## config.mk

```make
export PLATFORM = sky130hd
export DESIGN_NAME = pwm_peripheral
export DESIGN_NICKNAME = d
export VERILOG_FILES = /design/src/rtl/pwm_pkg.sv /design/src/rtl/pwm_prescaler.sv /design/src/rtl/pwm_peripheral.sv
export SDC_FILE = /design/constraint.sdc
export NUM_CORES = 1
export LEC_CHECK = 0
export BUFFER_PORTS_ARGS = -buffer_cell sky130_fd_sc_hd__buf_2
export CORE_MARGIN = 1
export CORE_UTILIZATION = 35
export CTS_CLUSTER_DIAMETER = 60
export DETAILED_ROUTE_END_ITERATION = 8
export GPL_TIMING_DRIVEN = 0
export PLACE_DENSITY = 0.67
export SLEW_MARGIN = 20
export SYNTH_ARGS = -nofsm -noshare
export SYNTH_HDL_FRONTEND = slang
export SYNTH_SLANG_ARGS = --single-unit
```

## constraint.sdc

```tcl
create_clock -name clk -period 2.05 [get_ports clk]
set_clock_uncertainty 0.2 [all_clocks]
set_input_delay 0.41 -clock clk [delete_from_list [all_inputs] [get_ports clk]]
set_output_delay 0.41 -clock clk [all_outputs]
set_load 0.005 [all_outputs]
```

## src/rtl/pwm_pkg.sv

```systemverilog
// Shared constants for the PWM peripheral and the SPI register block that feeds it.
// Register address map and the per-pin output select helper live here.
package pwm_pkg;

    localparam int         PWM_BITS        = 8;
    localparam logic [7:0] DUTY_FULL       = 8'hFF;
    localparam int         DEFAULT_CLK_DIV = 13;
    localparam int         NUM_PINS        = 16;

    typedef enum logic [2:0] {
        ADDR_EN_OUT_7_0  = 3'd0,
        ADDR_EN_OUT_15_8 = 3'd1,
        ADDR_EN_PWM_7_0  = 3'd2,
        ADDR_EN_PWM_15_8 = 3'd3,
        ADDR_DUTY        = 3'd4
    } reg_addr_e;

    // Pin is off unless enabled; when enabled it is either static high or the shared waveform.
    function automatic logic pin_select(input logic en_out, input logic en_pwm, input logic sig);
        return en_out & (~en_pwm | sig);
    endfunction

endpackage

```

## src/rtl/pwm_prescaler.sv

```systemverilog
// Free-running clock divider: tick is high for one clk out of every CLK_DIV.
// Generic enough to be shared with other timers.
module pwm_prescaler #(
    parameter int CLK_DIV = 13
) (
    input  logic clk,
    input  logic rst_n,
    output logic tick
);

    localparam int CW = (CLK_DIV > 1) ? $clog2(CLK_DIV) : 1;

    logic [CW-1:0] cnt;

    assign tick = (cnt == CW'(CLK_DIV - 1));

    always_ff @(posedge clk) begin
        if (!rst_n)
            cnt <= '0;
        else if (tick)
            cnt <= '0;
        else
            cnt <= cnt + CW'(1);
    end

endmodule

```

## src/rtl/pwm_peripheral.sv

```systemverilog
// 16-pin PWM/static output block driven by five SPI-written control registers.
// Optional PWM_SHADOW_EN: duty is latched only at the period boundary for glitch-free periods.
module pwm_peripheral
    import pwm_pkg::*;
#(
    parameter int CLK_DIV  = DEFAULT_CLK_DIV,
    parameter int PWM_BITS = pwm_pkg::PWM_BITS
) (
    input  logic                clk,
    input  logic                rst_n,
    input  logic [7:0]          en_reg_out_7_0,
    input  logic [7:0]          en_reg_out_15_8,
    input  logic [7:0]          en_reg_pwm_7_0,
    input  logic [7:0]          en_reg_pwm_15_8,
    input  logic [7:0]          pwm_duty_cycle,
    output logic [NUM_PINS-1:0] out,
    output logic                period_start
);

    logic                tick;
    logic                wrap;
    logic [PWM_BITS-1:0] pwm_cnt;
    logic [PWM_BITS-1:0] duty;
    logic                pwm_sig;
    logic [NUM_PINS-1:0] en_out;
    logic [NUM_PINS-1:0] en_pwm;
    logic [NUM_PINS-1:0] out_next;

    pwm_prescaler #(
        .CLK_DIV(CLK_DIV)
    ) u_prescaler (
        .clk  (clk),
        .rst_n(rst_n),
        .tick (tick)
    );

    assign wrap   = tick && (pwm_cnt == '1);
    assign en_out = {en_reg_out_15_8, en_reg_out_7_0};
    assign en_pwm = {en_reg_pwm_15_8, en_reg_pwm_7_0};

`ifdef PWM_SHADOW_EN
    logic [PWM_BITS-1:0] duty_active;

    // Loaded on the same tick that wraps the counter, so the new duty covers a whole period.
    always_ff @(posedge clk) begin
        if (!rst_n)
            duty_active <= '0;
        else if (wrap)
            duty_active <= pwm_duty_cycle;
    end

    assign duty = duty_active;
`else
    assign duty = pwm_duty_cycle;
`endif

    always_comb begin
        out_next = '0;
        for (int i = 0; i < NUM_PINS; i++)
            out_next[i] = pin_select(en_out[i], en_pwm[i], pwm_sig);
    end

    // Full duty is forced high explicitly so the waveform never dips at pwm_cnt == 255.
    always_ff @(posedge clk) begin
        if (!rst_n) begin
            pwm_cnt      <= '0;
            pwm_sig      <= 1'b0;
            out          <= '0;
            period_start <= 1'b0;
        end else begin
            if (tick)
                pwm_cnt <= pwm_cnt + 1'b1;
            pwm_sig      <= (duty == DUTY_FULL) | (pwm_cnt < duty);
            out          <= out_next;
            period_start <= wrap;
        end
    end

endmodule

```

==> out/results.tsv <==
metric	value	unit
status	complete, no violations	
gp weighted congestion	0.741	
fmax	616	MHz
GR Util met1	16.7	%
storage element area	601	µm²
largest area contributor in the netlist	dfxtp_1	
multi-input logic area	603	µm²
Avg WL per Cell	9.88	µm
Critical path origin	u_prescaler.cnt[0]	
DIE WIDTH	62.1	µm
relative max-transition margin	71.1	%
# clock sinks	30	
Post-DRT Antenna Nets	0	
slack of the critical path	427	ps
gr ovfl total	0	
Worst Tran Pin Value	434	ps
critical path type	reg2reg	
Filler cells	321	
Clock Latency Late Sink	330	ps
Detailed Routing Iterations Pass 1	4	
full die area	0.00385	mm²
Remaining DRCs	0	
via count	1142	
crit path DAT	1650	ps
Setup crit start kind	register	
Starting Density	37.2	%
Num CTS Buffers	5	
met3 Track Usage GR	6.21	%
Area growth syn-to-layout	32.6	%
I/O Pins	59	
post-route clock period utilization	79.2	%
Synth Register Bits	30	
critical path endpoint category	register	
Initial DRC Count	28	
CP required	2080	ps
number of synthesized flops with an enable pin	0	
minimum clock period	1620	ps
Slew Limit Fails	0	
# setup viols final	0	
post-CTS sizing	0	
final hold violation count	0	
n_diodes	0	
num rows	21	
Post-CTS Setup Bufs	0	
vias in the first global route	901	
cell count of the worst reg-to-reg path	6	
first-pass GRT wire length	3820	µm
die height	62.1	µm
top cell type's share of synthesized area	47.6	%
total power	0.00110	W
register area share after synthesis	47.6	%
crit path to	pwm_cnt[6]	
largest net degree at the start of global routing	11	
syn_nets	195	
share of layout cells above drive strength 1	33.5	%
CTS H-tree lvls	2	
Post-synth top flop	dfxtp_1	
most frequent cell after synthesis	dfxtp_1	
R2R Setup Slk	430	ps
CTS tree	done	
dpl ws	333	ps
reg2reg start	u_prescaler.cnt[0]	
grt met2 use	21.1	%
Worst-path clk slew	90	ps
synth unique cells	29	
most instantiated cells after synthesis	30 x dfxtp_1, 24 x nand2_1, 17 x a21oi_1, 11 x inv_1, 10 x ha_1	
Worst Path Max Fanout	5	
Core Box Area	0.00339	mm²
asr flop ratio synth	0	%
setup TNS	0	ps
power per cell area	658	mW/mm²
Hold-fix buffers, CTS	0	
max cap viols	0	
RSZ-0062 raised after global routing	no	
CTS Root Cell	clkbuf_4	
Ys Warns	0	
Total GRT Usage	13.9	%
WL final	2520	µm
GRT Max-Usage Layer	met2	
LEAKAGE	0.854	nW
IO Port Bufs	58	
Vias/cell	4.48	
IR Drop Worst-Case VDD	0.330	mV
post-synthesis cell area	0.00126	mm²
Hold Path Class	in2reg	
Mapped Avg Cell Area	8.83	µm²
Final Net Count	260	
critical register-to-register path endpoint	pwm_cnt[6]	
Cells after Synth	143	
initial antenna violation count	0	
Final HPWL DP	1890	µm
Max clock buf depth	2	
Area contributors post-synth	dfxtp_1 48%, ha_1 9.9%, nand2_1 7.1%	
==> per-stage QoR <==
step / instance area [µm²] / util (%) / cells / hold slack, ps
floorplan: 1260 / - / 143 / 229
global placement: 1610 / 47.5 / 247 / 251
detailed placement: 1610 / 47.5 / 247 / 255
CTS: 1670 / 49.4 / 255 / 20.9
global route: 1670 / 49.4 / 255 / 16.4
finish: 1670 / 49.4 / 255 / 39.4
==> registers in the layout, indices dropped and copies added, names as in the netlist <==
signal           cells
out                 16
pwm_cnt              8
u_prescaler.cnt      4
period_start         1
pwm_sig              1
==> metal layers <==
metal	vias up	part of all wire (%)
li1	615	-
met1	494	47
met2	26	46
met3	7	5.3
met4	0	1.8
met5	-	0
==> cell usage in the layout, fill, tap and decap left out, types with 2 or more instances in the layout <==
cell type	instances
clkbuf_1	2
o21ai_0	6
nand4_1	4
xnor2_1	4
clkbuf_4	5
xor2_1	2
a21oi_1	17
nand3_1	3
dfxtp_1	30
buf_2	60
nor3_1	5
inv_1	11
ha_1	10
nor2_1	3
and2_1	6
nand2_1	24
==> critical path: stages, from the launching register on <==
cell and delay (ps):
dfxtp_1 350, inv_1 90, ha_1 210, nand4_2 170
nor3_1 260, xor2_1 90, and2_1 160
==> final cells by class <==
cell class | instances | area share, %
Buffer | 4 | 1.05
Tap cell | 46 | 3.44
Timing Repair Buffer | 58 | 17.3
Clock inverter | 2 | 0.747
Inverter | 11 | 2.47
Sequential cell | 30 | 35.9
Multi-Input combinational cell | 98 | 36.0
Clock buffer | 6 | 3.06
==> logic make-up after synthesis <==
| group | count (synthesis) | share of synthesized area (%) |
|---|---|---|
| simple gates | 53 | 20.9 |
| flops | 30 | 47.6 |
| compound gates | 29 | 12.8 |
| buf+inv | 15 | 4.66 |
| fa+ha+maj | 10 | 9.91 |
| xor+xnor | 6 | 4.16 |
==> where the power goes <==
part	internal, W	leakage [nW]	switching, W	total [W]
registers	0.000605	0.246	0.00000866	0.000614
clock network	0.000165	0.0343	0.000207	0.000372
logic	0.0000609	0.574	0.0000551	0.000116
total	0.000831	0.854	0.000271	0.00110
==> worst min path at each step <==
stage,start,end,slack [ps],cells past startpoint
after floorplan,u_prescaler.cnt[0],u_prescaler.cnt[0],230,1
after global placement,u_prescaler.cnt[0],u_prescaler.cnt[0],250,1
after detailed placement,u_prescaler.cnt[0],u_prescaler.cnt[0],260,1
after CTS,en_reg_pwm_7_0[6],out[6],20,2
after global routing,en_reg_pwm_7_0[6],out[6],20,2
final,en_reg_pwm_7_0[6],out[6],40,2
Note: power is estimated with default switching activity, not from simulation.
